$ cat config.mk
export PLATFORM = sky130hd
export DESIGN_NAME = alu_exec_flat
export DESIGN_NICKNAME = d
export VERILOG_FILES = /design/src/rtl/alu_exec_if.sv /design/src/rtl/alu_exec.sv /design/src/flat_wrapper.sv
export SDC_FILE = /design/constraint.sdc
export NUM_CORES = 1
export LEC_CHECK = 0
export ABC_AREA = 1
export CAP_MARGIN = 20
export CORE_UTILIZATION = 44
export DETAILED_ROUTE_END_ITERATION = 10
export GPL_TIMING_DRIVEN = 0
export PLACE_DENSITY_LB_ADDON = 0.1
export SLEW_MARGIN = 15
export SYNTH_ARGS = -nofsm -noshare
export SYNTH_HDL_FRONTEND = slang
export SYNTH_SLANG_ARGS = --single-unit
$ cat constraint.sdc
create_clock -name clk -period 0.8 [get_ports clk]
set_input_delay 0.24 -clock clk [delete_from_list [all_inputs] [get_ports clk]]
set_output_delay 0.24 -clock clk [all_outputs]
set_load 0.01 [all_outputs]
$ cat src/rtl/alu_exec_if.sv
// rtl/alu_exec_if.sv - request/response bundle between the op decoder and alu_exec
`timescale 1ns/1ps
interface alu_exec_if #(
  parameter int WIDTH = 8
);
  logic             start;
  logic [6:0]       enables;
  logic [WIDTH-1:0] a;
  logic [WIDTH-1:0] b;
  logic [WIDTH-1:0] result;
  logic             carry;
  logic             err;
  logic             busy;
  logic             done;

  modport master (
    output start, enables, a, b,
    input  result, carry, err, busy, done
  );

  modport slave (
    input  start, enables, a, b,
    output result, carry, err, busy, done
  );
endinterface

$ cat src/rtl/alu_exec.sv
// rtl/alu_exec.sv - 1-cycle xor/add/sub/and/or plus iterative divide/modulo enabled by ALU_EXEC_DIV_EN
`timescale 1ns/1ps
module alu_exec #(
  parameter int WIDTH = 8
) (
  input  logic        clk,
  input  logic        rst_n,
  alu_exec_if.slave   bus
);
  typedef enum logic [1:0] {IDLE, DIV, FIN} state_t;

  state_t           state_q, state_d;
  logic [WIDTH-1:0] result_q, result_d;
  logic             carry_q, carry_d;
  logic             err_q, err_d;
  logic             done_q, done_d;

  logic             accept;
  logic             onehot;
  logic [WIDTH:0]   sum;
  logic [WIDTH:0]   diff;

  // Start is only honoured in IDLE, so requests during DIV/FIN are dropped.
  assign accept = bus.start && (state_q == IDLE);
  assign onehot = (bus.enables != 7'd0) && ((bus.enables & (bus.enables - 7'd1)) == 7'd0);
  assign sum    = {1'b0, bus.a} + {1'b0, bus.b};
  // Top bit of the widened difference is the borrow, i.e. a < b.
  assign diff   = {1'b0, bus.a} - {1'b0, bus.b};

`ifdef ALU_EXEC_DIV_EN
  localparam int CW = $clog2(WIDTH);

  logic [WIDTH-1:0] quo_q, quo_d;
  logic [WIDTH-1:0] rem_q, rem_d;
  logic [WIDTH-1:0] dvs_q, dvs_d;
  logic             mod_q, mod_d;
  logic             busy_q, busy_d;
  logic [CW-1:0]    cnt_q, cnt_d;
  logic [WIDTH:0]   rem_shift;
  logic             q_bit;

  // Restoring step: shift the next dividend bit (MSB first) into the partial remainder.
  assign rem_shift = {rem_q, quo_q[WIDTH-1]};
  assign q_bit     = (rem_shift >= {1'b0, dvs_q});
  assign bus.busy  = busy_q;
`else
  assign bus.busy  = 1'b0;
`endif

  assign bus.result = result_q;
  assign bus.carry  = carry_q;
  assign bus.err    = err_q;
  assign bus.done   = done_q;

  // Next-state and next-output logic for the op dispatch and divider FSM.
  always_comb begin
    state_d  = state_q;
    result_d = result_q;
    carry_d  = carry_q;
    err_d    = err_q;
    done_d   = 1'b0;
`ifdef ALU_EXEC_DIV_EN
    quo_d  = quo_q;
    rem_d  = rem_q;
    dvs_d  = dvs_q;
    mod_d  = mod_q;
    busy_d = busy_q;
    cnt_d  = cnt_q;
`endif
    case (state_q)
      IDLE: begin
        if (accept) begin
          done_d   = 1'b1;
          result_d = '0;
          carry_d  = 1'b0;
          err_d    = 1'b0;
          if (!onehot) begin
            err_d = 1'b1;
          end else if (bus.enables[6]) begin
            result_d = bus.a ^ bus.b;
          end else if (bus.enables[5]) begin
            result_d = sum[WIDTH-1:0];
            carry_d  = sum[WIDTH];
          end else if (bus.enables[4]) begin
            result_d = diff[WIDTH-1:0];
            carry_d  = diff[WIDTH];
          end else if (bus.enables[3]) begin
            result_d = bus.a & bus.b;
          end else if (bus.enables[2]) begin
            result_d = bus.a | bus.b;
          end else begin
`ifdef ALU_EXEC_DIV_EN
            if (bus.b == '0) begin
              err_d    = 1'b1;
              result_d = bus.enables[1] ? '1 : bus.a;
            end else begin
              // Iterative path: outputs keep their previous values until the final step.
              done_d   = 1'b0;
              result_d = result_q;
              carry_d  = carry_q;
              err_d    = err_q;
              state_d  = DIV;
              busy_d   = 1'b1;
              quo_d    = bus.a;
              rem_d    = '0;
              dvs_d    = bus.b;
              mod_d    = bus.enables[0];
              cnt_d    = '0;
            end
`else
            err_d = 1'b1;
`endif
          end
        end
      end
      DIV: begin
`ifdef ALU_EXEC_DIV_EN
        quo_d = {quo_q[WIDTH-2:0], q_bit};
        rem_d = q_bit ? WIDTH'(rem_shift - {1'b0, dvs_q}) : rem_shift[WIDTH-1:0];
        cnt_d = cnt_q + CW'(1);
        if (cnt_q == CW'(WIDTH - 1)) begin
          state_d  = FIN;
          busy_d   = 1'b0;
          done_d   = 1'b1;
          carry_d  = 1'b0;
          err_d    = 1'b0;
          result_d = mod_q ? rem_d : quo_d;
        end
`else
        state_d = IDLE;
`endif
      end
      FIN:     state_d = IDLE;
      default: state_d = IDLE;
    endcase
  end

  // State and output registers; reset aborts any division without a done pulse.
  always_ff @(posedge clk or negedge rst_n) begin
    if (!rst_n) begin
      state_q  <= IDLE;
      result_q <= '0;
      carry_q  <= 1'b0;
      err_q    <= 1'b0;
      done_q   <= 1'b0;
`ifdef ALU_EXEC_DIV_EN
      quo_q  <= '0;
      rem_q  <= '0;
      dvs_q  <= '0;
      mod_q  <= 1'b0;
      busy_q <= 1'b0;
      cnt_q  <= '0;
`endif
    end else begin
      state_q  <= state_d;
      result_q <= result_d;
      carry_q  <= carry_d;
      err_q    <= err_d;
      done_q   <= done_d;
`ifdef ALU_EXEC_DIV_EN
      quo_q  <= quo_d;
      rem_q  <= rem_d;
      dvs_q  <= dvs_d;
      mod_q  <= mod_d;
      busy_q <= busy_d;
      cnt_q  <= cnt_d;
`endif
    end
  end
endmodule

$ cat src/flat_wrapper.sv
// flat-port wrapper written by rule: the top's interface ports become plain ports
module alu_exec_flat 
#(
  parameter int WIDTH = 8
)
  (clk, rst_n, bus_start, bus_enables, bus_a, bus_b, bus_result, bus_carry, bus_err, bus_busy, bus_done);
  alu_exec_if #(.WIDTH(WIDTH)) bus_i ();
  input  logic clk;
  input  logic rst_n;
  input wire logic [$bits(bus_i.start)-1:0] bus_start;
  input wire logic [$bits(bus_i.enables)-1:0] bus_enables;
  input wire logic [$bits(bus_i.a)-1:0] bus_a;
  input wire logic [$bits(bus_i.b)-1:0] bus_b;
  output wire logic [$bits(bus_i.result)-1:0] bus_result;
  output wire logic [$bits(bus_i.carry)-1:0] bus_carry;
  output wire logic [$bits(bus_i.err)-1:0] bus_err;
  output wire logic [$bits(bus_i.busy)-1:0] bus_busy;
  output wire logic [$bits(bus_i.done)-1:0] bus_done;
  assign bus_i.start = bus_start;
  assign bus_i.enables = bus_enables;
  assign bus_i.a = bus_a;
  assign bus_i.b = bus_b;
  assign bus_result = bus_i.result;
  assign bus_carry = bus_i.carry;
  assign bus_err = bus_i.err;
  assign bus_busy = bus_i.busy;
  assign bus_done = bus_i.done;
  alu_exec #(.WIDTH(WIDTH)) u_core (.clk(clk), .rst_n(rst_n), .bus(bus_i));
endmodule
# After elaboration in Yosys (flattened, before gate mapping)
# Index checks and enable logic that the tools add are counted.
# Widths: inputs -> output; s select.
# totals
register_bits	11
wordCells	31
# classes
add_sub_neg	3
bitwise	4
n_mux	17
n_reduce_logical	3
# op_table
operator	count
$mux 8	6
$mux 1	11
$add 8x8->9	1
$sub 8x8->9	1
$and 8x8->8	1
$or 8x8->8	1
$xor 8x8->8	1
$and 7x7->7	1
$logic_not 7->1	1
$reduce_bool 7->1	1
$sub 7x1->7 const B	1
$logic_and 1x1->1	1

# Logic depth before layout (Yosys ltp)
# Gate-level depths: netlist of the first run.
# depth
depth_word	7
mapped_depth	14
ltp_nobuf	14

# Least setup slack after synthesis of the first run
# Ideal clock, no wire load.
# synth_timing
kind	input-to-reg
start	in bus_b[0]
end	reg u_core.result_q[2], in the netlist u_core.bus.result[2]
arrival_ns	1.428
setup_ns	0.124
t_required_ns	0.676
stages	7
slack_ns	-0.753
n_path_buf	0
path_cell_list	ha_1 -> fa_1 -> or2_2 -> a21oi_1 -> nand2_1 -> o21ai_0 -> o21ai_1
# synth_between
elab_chain_len	5
word_cells_on_any_way	6
classes_between	2 x add/sub; 4 x mux
# synth_rtl
element	line_no	text
start: declaration	flat_wrapper.sv:13	input wire logic [$bits(bus_i.b)-1:0] bus_b;
$sub 8x8->9	alu_exec.sv:28	assign diff = {1'b0, bus.a} - {1'b0, bus.b};
$mux 8	alu_exec.sv:84	end else if (bus.enables[4]) begin
$mux 8 *	alu_exec.sv:81	end else if (bus.enables[5]) begin
$mux 8 *	alu_exec.sv:79	end else if (bus.enables[6]) begin
$mux 8 *	alu_exec.sv:77	if (!onehot) begin
end signal: assignment	alu_exec.sv:156	result_q <= result_d;
end: declaration	alu_exec.sv:13	logic [WIDTH-1:0] result_q, result_d;
# Mark *: on every way between the ends. The rest lies on a longest branch, timed or not.
# A chain may end at the register's enable or synchronous reset.

# Final worst setup path of the first run
# layout_timing
start	in bus_a[0]
end	reg u_core.result_q[4], in the netlist u_core.bus.result[4]
# layout_between
elab_chain_len	5
word_cells_on_any_way	6
classes_between	2 x add/sub; 4 x mux
# layout_rtl
element	line_no	text
start: declaration	flat_wrapper.sv:12	input wire logic [$bits(bus_i.a)-1:0] bus_a;
$sub 8x8->9	alu_exec.sv:28	
$mux 8	alu_exec.sv:84	
$mux 8 *	alu_exec.sv:81	
$mux 8 *	alu_exec.sv:79	
$mux 8 *	alu_exec.sv:77	
# Marks and branches as above.

==> impl_metrics.toml, run 1 <==
[outcome]
status = "finished with violations"
violations = "setup timing"

[drt]
routed_wl_mm = 4.57
ant_nets = 0
via_count = 1866
drcViolationCount = 0
avgRoutedWirePerCell_um = 12.2
viasPerCell = 4.99
drt-pass1-iter-count = 4
drtIter0Drc = 90

[timing]
holdWs_ns = 0.158
drv_slew = 0
clock.fmax_ghz = 0.713
setup_slack_ns = -0.602
fin_crit_sh_pct = 175
post-route-min-period_ns = 1.40
rsz0062_at_grt = "true"
clock-skew-final_ns = 0
hold_viol_final = 0
setup_viol = 21

[worst_setup_path]
crit_end = "u_core.bus.result[4]"
reg2reg_setup_slack_ns = -0.05
path_class = "primary input to register"
timing.rr.end = "u_core.bus.result[1]"
cp-start-kind = "primary input"
worstSetupStartpoint = "bus_a[0]"
r2r_cells = 4
crit_slowest_cell = "fa_2"
slowest_delay_ns = 0.35
cp.required_ns = 0.92
path_max_fanout = 2
cp.arrival_ns = 1.52
r2r-start = "u_core.bus.result[1]"
worstPathCellList = "buf_12, inv_16, ha_4, inv_2, fa_2, nand2_2, nand2_2, nand2_2, inv_2, nand2_1, nand3_1, nand3_1, nand3_1, nand2_1, nand2_1"
critical_path_cell_count = 15
path_buf_inv = 4
cp_top_family = "simple AND/OR/NAND/NOR gates"
endpoint_kind = "register"

[yosys]
ys_ff_latch = 11
synth_area_um2 = 1770
synthFlopType = "dfrtp_1"
ys_types = 34
synth_edf_count = 0
yosysTopAreaCell = "ha_1"
ys_seq_area_share_pct = 15.5
synth_top_area_share_pct = 19.1
netlist_instances = 271
synth_area_leaders = "ha_1 19%, nand2_1 17%, dfrtp_1 16%, inv_1 8.5%, nand3_1 6.5%"
synth-async-reset-ratio_pct = 100
ys_warn_count = 0
syn_avg_cell_area_um2 = 6.54
syn-num-nets = 326

[power_and_ir_drop]
p_leak_nw = 1.39
ir_drop_mv = 0.377
power.density_nw_per_um2 = 942

[cells_and_area]
areaGrowthSynthToFinish_pct = 46.8
antenna-diode-count = 0
finalNetCount = 382
filler_cell_count = 338
final_cells = 374
final_layout_size_suffix_gt1_share_pct = 45.7

[cts]
clk_latency_ns = 0.23
root_buffer = "clkbuf_8"
clk_pin_slew_ns = 0.05
numCtsBuffers = 3
cts_tree = "built"
clk_path_buf_depth = 2
cts_sinks = 11
cts_htree_levels = 1
ctsHoldBuffers = 0

[place]
place_congestion = 0.941
dp_hpwl_mm = 3.24
dp.cells = 352
io_buffers = 33

[worst_hold_path]
hp-class = "primary input to register"

[floorplanning]
dieArea_um2 = 4290
die_h_um = 65.5
start_util_pct = 47.0
io_pins = 38
core_um2 = 3770
rows = 22
die_w_um = 65.5

[grt]
grtUsageTotal_pct = 22.1
grt_pass1_wl_mm = 7.39
antenna_found_initial = 0
grt_pass1_vias = 1649
grt_max_degree = 12
grt_overflow = 0

[run]
maxCapViolations = 0
==> layer usage <==
layer | GRT usage (%) | wire length (um)
met1 | 29.9 | 2070
met5 | 0 | 0
met4 | 7.34 | 61
met2 | 37.2 | 2160
met3 | 0.868 | 280
==> timing repair <==
| item | in CTS | in global routing |
|---|---|---|
| gates cloned | 1 | 0 |
| buffers inserted | 12 | 8 |
| pin swaps | 26 | 36 |
| gates resized for setup | 165 | 46 |
| endpoints found under the setup margin | 21 | 21 |
==> worst min-delay path by stage <==
| stage | from | to | slack, ns | cells past startpoint |
|---|---|---|---|---|
| 6_report | bus_start | u_core.bus.done | 0.16 | 1 |
| 3_3_place_gp | u_core.bus.result[7] | u_core.bus.result[7] | 0.46 | 2 |
| 3_5_place_dp | u_core.bus.carry | u_core.bus.carry | 0.46 | 2 |
| 5_1_grt | bus_start | u_core.bus.done | 0.15 | 1 |
| 2_1_floorplan | rst_n | u_core.bus.carry | -0.06 | 0 |
| 4_1_cts | bus_start | u_core.bus.done | 0.32 | 1 |
==> power breakdown <==
group | total [W] | internal [W] | switching [W]
logic | 0.00135 | 0.000596 | 0.000750
clock network | 0.000535 | 0.000348 | 0.000187
registers | 0.000571 | 0.000567 | 0.00000334
==> layout make-up <==
type                    instances  area, um2  area share, %
clock buffers                   4       45.0           1.73
well taps                      48       60.1           2.31
repair buffers                 53        387           14.9
plain buffers                   6       67.6           2.60
flip-flops and latches         11        275           10.6
inverters                      46        224           8.61
multi-input cells             206       1540           59.3
==> synth_stat cells, types with 2 or more instances <==
| cell type | n |
|---|---|
| a21oi_1 | 18 |
| a21oi_2 | 6 |
| buf_2 | 2 |
| buf_4 | 3 |
| buf_6 | 4 |
| dfrtp_1 | 11 |
| fa_1 | 2 |
| ha_1 | 27 |
| inv_1 | 40 |
| inv_2 | 4 |
| inv_4 | 2 |
| nand2_1 | 82 |
| nand2_2 | 2 |
| nand3_1 | 23 |
| nand4_1 | 3 |
| nor2_1 | 11 |
| nor2_4 | 3 |
| o21ai_0 | 11 |
| o22ai_1 | 2 |
==> registers in the layout (all words and copies together), names as in the netlist <==
name / cells
u_core.bus.done: 1
u_core.bus.err: 1
u_core.bus.result: 8
u_core.bus.carry: 1
==> kinds of logic (layout without fill, tap and decap cells) <==
logic type / after synthesis / count (layout) / share of synthesized area (%)
adders and majority gates: 29 / 29 / 21.3
DFF: 11 / 11 / 15.5
and+or+nand+nor: 130 / 131 / 32.7
AOI/OAI and AO/OA: 43 / 43 / 14.9
xor gates and xnor gates: 2 / 2 / 0.988
other: 1 / 1 / 0.212
buffers and inverters: 55 / 109 / 14.4
==> cells in the final DEF (no fill, tap or decap), drive strengths merged, types with 2 or more instances in the layout <==
cell type | Yosys | layout
o22ai | 3 | 3
nand3 | 23 | 23
buf | 9 | 53
or2 | 2 | 2
dlygate4sd2 | 0 | 2
nand4 | 3 | 3
o21ai | 12 | 12
a21oi | 24 | 24
o211ai | 2 | 2
nand2 | 84 | 84
nor2 | 15 | 15
inv | 46 | 46
nand3b | 1 | 2
fa | 2 | 2
clkbuf | 0 | 7
dfrtp | 11 | 11
ha | 27 | 27
==> metrics by stage <==
stage                     power [W]  setup WS (ns)  utilization (%)  area [um2]  setup TNS, ns
after floorplan             0.00131         -0.624                -        1890          -5.34
after global placement      0.00164          -1.50             60.6        2280         -17.90
after detailed placement    0.00164          -1.51             60.6        2280         -17.94
after CTS                   0.00233         -0.659             65.8        2480          -7.30
after global routing        0.00263         -0.687             69.0        2600          -7.80
final                       0.00245         -0.602             69.0        2600          -6.57
Power figures use the tool's default switching activity.
==> inputs of run 2 (changes only) <==
- CTS_CLUSTER_SIZE: unset -> 30
- SLEW_MARGIN: 15 -> 20
- TNS_END_PERCENT: unset -> 50
==> run 2 against run 1 <==
  * The run still ends with setup timing left
  * Count of clock-buffer cells in the layout did not move
  * Sequential share of layout area fell by 0.37 points
  * Worst hold slack got worse by 0.026 ns
  * Sequential cell count did not move
  * Core utilization rose by 2.5 points
  * Largest cell class unchanged
==> impl_metrics.toml, run 2 (synthesis gave the netlist of run 1 again) <==
[power_and_ir_drop]
power.density_nw_per_um2 = 945
p_leak_nw = 1.44
finalPower_w = 0.00255
ir_drop_mv = 0.405

[cells_and_area]
antenna-diode-count = 0
final_layout_size_suffix_gt1_share_pct = 45.9
final_cells = 381
final_cell_mix = "67 x nand2_1, 27 x buf_4, 20 x inv_1"
finalNetCount = 389
final_common_cell = "nand2_1"
fin_util_pct = 71.5
areaGrowthSynthToFinish_pct = 52.1
multi_input_area_um2 = 1540
filler_cell_count = 342
ff_latch_area_um2 = 275
largest_reg_flops = 8

[grt]
antenna_found_initial = 0
grt_pass1_wl_mm = 8.26
grt_max_degree = 12
grt_overflow = 0
grt_pass1_vias = 1847
grtUsageTotal_pct = 24.9

[drt]
routed_wl_mm = 5.18
ant_nets = 0
drtIter0Drc = 110
drt-pass1-iter-count = 4
avgRoutedWirePerCell_um = 13.6
via_count = 1964
drcViolationCount = 0
viasPerCell = 5.15

[place]
dp.cells = 352
io_buffers = 33
place_congestion = 0.858
dp_hpwl_mm = 3.40

[timing]
setup_tns_ns = -7.15
rsz0062_at_grt = "true"
clock-skew-final_ns = 0
hold_viol_final = 0
fin_crit_sh_pct = 180
setup_slack_ns = -0.643
setup_viol = 21
holdWs_ns = 0.132
post-route-min-period_ns = 1.44
drv_slew = 0
clock.fmax_ghz = 0.693

[worst_setup_path]
r2r-start = "u_core.bus.result[4]"
crit_slowest_cell = "fa_2"
critical_path_cell_count = 15
slowest_delay_ns = 0.37
cp_top_family = "simple AND/OR/NAND/NOR gates"
cp-start-kind = "primary input"
r2r_cells = 3
cp.required_ns = 0.93
endpoint_kind = "register"
worstPathCellList = "buf_12, inv_16, ha_4, inv_4, fa_2, nand2_2, nand2_2, nand2_2, inv_2, nand2_1, nand3_1, nand3_1, nand3_1, nand2_1, nand2_1"
path_buf_inv = 4
path_class = "primary input to register"
worstSetupStartpoint = "bus_a[0]"
reg2reg_setup_slack_ns = 0.09
timing.rr.end = "u_core.bus.result[4]"
crit_end = "u_core.bus.result[4]"
cp.arrival_ns = 1.57
path_max_fanout = 2

[run]
maxCapViolations = 0

[outcome]
violations = "setup timing"
status = "finished with violations"

[floorplanning]
rows = 22
die_w_um = 65.5
io_pins = 38
core_um2 = 3770
dieArea_um2 = 4290
die_h_um = 65.5
start_util_pct = 47.0

[cts]
clk_pin_slew_ns = 0.05
cts_sinks = 11
root_buffer = "clkbuf_8"
numCtsBuffers = 3
clk_latency_ns = 0.24
cts_tree = "built"
cts_htree_levels = 1
clk_path_buf_depth = 2
ctsHoldBuffers = 0

[worst_hold_path]
hp-class = "primary input to register"
hp-start = "bus_start"
run 2: cell count changes in the layout (fill, tap and decap cells not counted), sizes merged:
cell    previous run  this run
buf               53        58
clkbuf             7         9
run 2: layout make-up:
type                    instances  area share, %
multi-input cells             206           57.2
repair buffers                 59           16.8
flip-flops and latches         11           10.2
inverters                      46           8.49
plain buffers                   7           3.43
well taps                      48           2.23
clock buffers                   4           1.67
run 2: metal layers:
metal | wire length [um] | global-route usage (%) | vias up
li1 | - | - | 983
met1 | 2140 | 31.2 | 894
met2 | 2620 | 45.1 | 76
met3 | 302 | 1.22 | 11
met4 | 110 | 7.61 | 0
met5 | 0 | 0 | -
run 2: report_power, final:
| group | total, W | switching, W | internal, W | leakage, nW |
|---|---|---|---|---|
| Clock | 0.000546 | 0.000197 | 0.000349 | 0.0228 |
| Combinational | 0.00143 | 0.000785 | 0.000646 | 1.27 |
| Sequential | 0.000572 | 0.00000418 | 0.000568 | 0.146 |
run 2: how the worst min path moves through the flow:
stage | to | slack [ns] | cells after the start
after floorplan | u_core.bus.carry | -0.06 | 0
after global placement | u_core.bus.carry | 0.46 | 2
after detailed placement | u_core.bus.result[7] | 0.46 | 2
after CTS | u_core.bus.done | 0.13 | 1
after global routing | u_core.bus.done | 0.12 | 1
final | u_core.bus.done | 0.13 | 1
run 2: through the flow:
step | instance area, um2 | setup slack (ns)
CTS | 2570 | -0.665
global route | 2700 | -0.725
floorplan | 1860 | -0.624
global placement | 2250 | -1.50
detailed placement | 2250 | -1.55
finish | 2700 | -0.643
run 2: timing repair:
action / CTS / global route
pin swaps: 33 / 32
hold endpoints to repair: 0 / 0
endpoints found under the setup margin: 21 / 21
setup buffers: 17 / 9
cloned: 1 / 0
resized for setup: 180 / 48
run 2: worst reg2reg max path, delay by kind of cell (launching register included):
family / cells / cell delay (ns)
buffers and inverters: 1 / 0.13
flip-flops: 1 / 0.36
AND/OR/NAND/NOR: 2 / 0.11
==> inputs of run 3 (changes only) <==
- GPL_TIMING_DRIVEN: 0 -> unset
==> run 3 against run 2 <==
  * The flow still finishes with violations (setup timing)
  * Non-clock buffer count increased by 45
  * Fmax decreased by 4.1%
  * Critical path depth decreased by 4
  * Core utilization increased by 11 points
  * Via count increased by 16%
  * Sequential share of layout area decreased by 1.3 points
  * Global-route usage increased by 4.2 points
  * Clock power increased by 2%
  * Combinational power increased by 17%
==> impl_metrics.toml, run 3 (synthesis gave the netlist of run 1 again) <==
[cts]
cts_sinks = 11
ctsHoldBuffers = 0
cts_tree = "built"
clk_path_buf_depth = 2
numCtsBuffers = 3
cts_htree_levels = 1
root_buffer = "clkbuf_8"
clk_pin_slew_ns = 0.05
clk_latency_ns = 0.24

[grt]
grt_pass1_wl_mm = 9.48
grt_pass1_vias = 2129
antenna_found_initial = 0
grt_max_degree = 12
grtUsageTotal_pct = 29.1
grt_overflow = 0

[floorplanning]
start_util_pct = 47.0
core_um2 = 3770
dieArea_um2 = 4290
rows = 22
die_h_um = 65.5
io_pins = 38
die_w_um = 65.5

[drt]
routed_wl_mm = 6.49
drt-pass1-iter-count = 6
viasPerCell = 5.35
drtIter0Drc = 144
ant_nets = 0
drcViolationCount = 0
via_count = 2279
avgRoutedWirePerCell_um = 15.2

[timing]
hold_viol_final = 0
setup_slack_ns = -0.704
clock.fmax_ghz = 0.665
setup_viol = 21
clock-skew-final_ns = 0
drv_slew = 0
post-route-min-period_ns = 1.50
rsz0062_at_grt = "true"
fin_crit_sh_pct = 188

[worst_setup_path]
cp_top_family = "adder cells"
worstPathCellList = "buf_12, inv_16, ha_4, inv_2, fa_2, o21ai_2, nand2_1, o21ai_1, nand2_1, o21ai_1, o21ai_1"
crit_top_cell = "o21ai_1"
cp.arrival_ns = 1.63
cp.required_ns = 0.92
crit_slowest_cell = "fa_2"
path_max_fanout = 2
endpoint_kind = "register"
path_buf_inv = 3
slowest_delay_ns = 0.44
cp-start-kind = "primary input"
path_class = "primary input to register"

[place]
pre_cts_ws_ns = -1.38
placed_area_um2 = 2660
dp_hpwl_mm = 3.87
io_buffers = 36
place_congestion = 0.939

[cells_and_area]
finalNetCount = 434
fin_area_um2 = 3100
areaGrowthSynthToFinish_pct = 75.0
final_layout_size_suffix_gt1_share_pct = 59.0
antenna-diode-count = 0
largest_reg_flops = 8
final_cell_mix = "71 x buf_4, 62 x nand2_1, 20 x inv_2"
filler_cell_count = 241
final_common_cell = "buf_4"

[power_and_ir_drop]
ir_drop_mv = 0.425
p_leak_nw = 1.66
power.density_nw_per_um2 = 905

[outcome]
violations = "setup timing"
status = "finished with violations"

[worst_hold_path]
hp-class = "primary input to register"

[run]
maxCapViolations = 0
run 3: worst paths after layout:
check / endpoint / start / slack (ns) / cells past startpoint
worst max-delay path: u_core.bus.result[1] / bus_a[0] / -0.70 / 11
worst min-delay path: u_core.bus.done / bus_start / 0.26 / 2
worst max register to register: u_core.bus.err / u_core.bus.err / -0.01 / 3
worst min register to register: u_core.bus.result[1] / u_core.bus.result[1] / 0.51 / 2
max in group asynchronous: u_core.bus.result[5] / rst_n / 0.37 / 2
min in group asynchronous: u_core.bus.result[7] / rst_n / 0.32 / 2
run 3: repair_timing:
item | in CTS | in global routing
setup buffers | 9 | 7
cloned | 1 | 0
resized for setup | 199 | 56
pin swaps | 45 | 50
setup endpoints to repair | 21 | 21
endpoints found under the hold margin | 0 | 0
run 3: layer usage:
layer  GRT usage, %  part of all wire (%)  vias to the layer above
li1               -                     -                     1084
met1           36.0                    40                     1057
met2           48.5                    50                      112
met3           4.17                   6.9                       26
met4           15.2                   2.8                        0
met5              0                     0                        -
run 3: metrics by stage:
step	setup TNS (ns)	total power, W	std cells	utilization (%)	hold slack, ns
2_1_floorplan	-5.40	0.00130	271	-	-0.0556
3_3_place_gp	-15.38	0.00182	407	70.5	0.472
3_5_place_dp	-15.78	0.00184	407	70.5	0.480
4_1_cts	-7.62	0.00261	421	79.2	0.252
5_1_grt	-8.54	0.00296	426	82.3	0.269
6_report	-7.58	0.00281	426	82.3	0.262
run 3: power breakdown:
part	switching (W)	internal (W)	total [W]	leakage, nW
Clock	0.000208	0.000350	0.000558	0.0228
Sequential	0.00000519	0.000567	0.000572	0.146
Combinational	0.000887	0.000791	0.00168	1.49
run 3: cell type report:
type                       instances  area, um2  share of cell area [%]
clock buffer                       4       45.0                    1.45
timing repair buffer             111        871                    28.1
sequential                        11        275                    8.87
tap                               48       60.1                    1.94
inverter                          46        204                    6.57
multi-input combinational        206       1650                    53.1
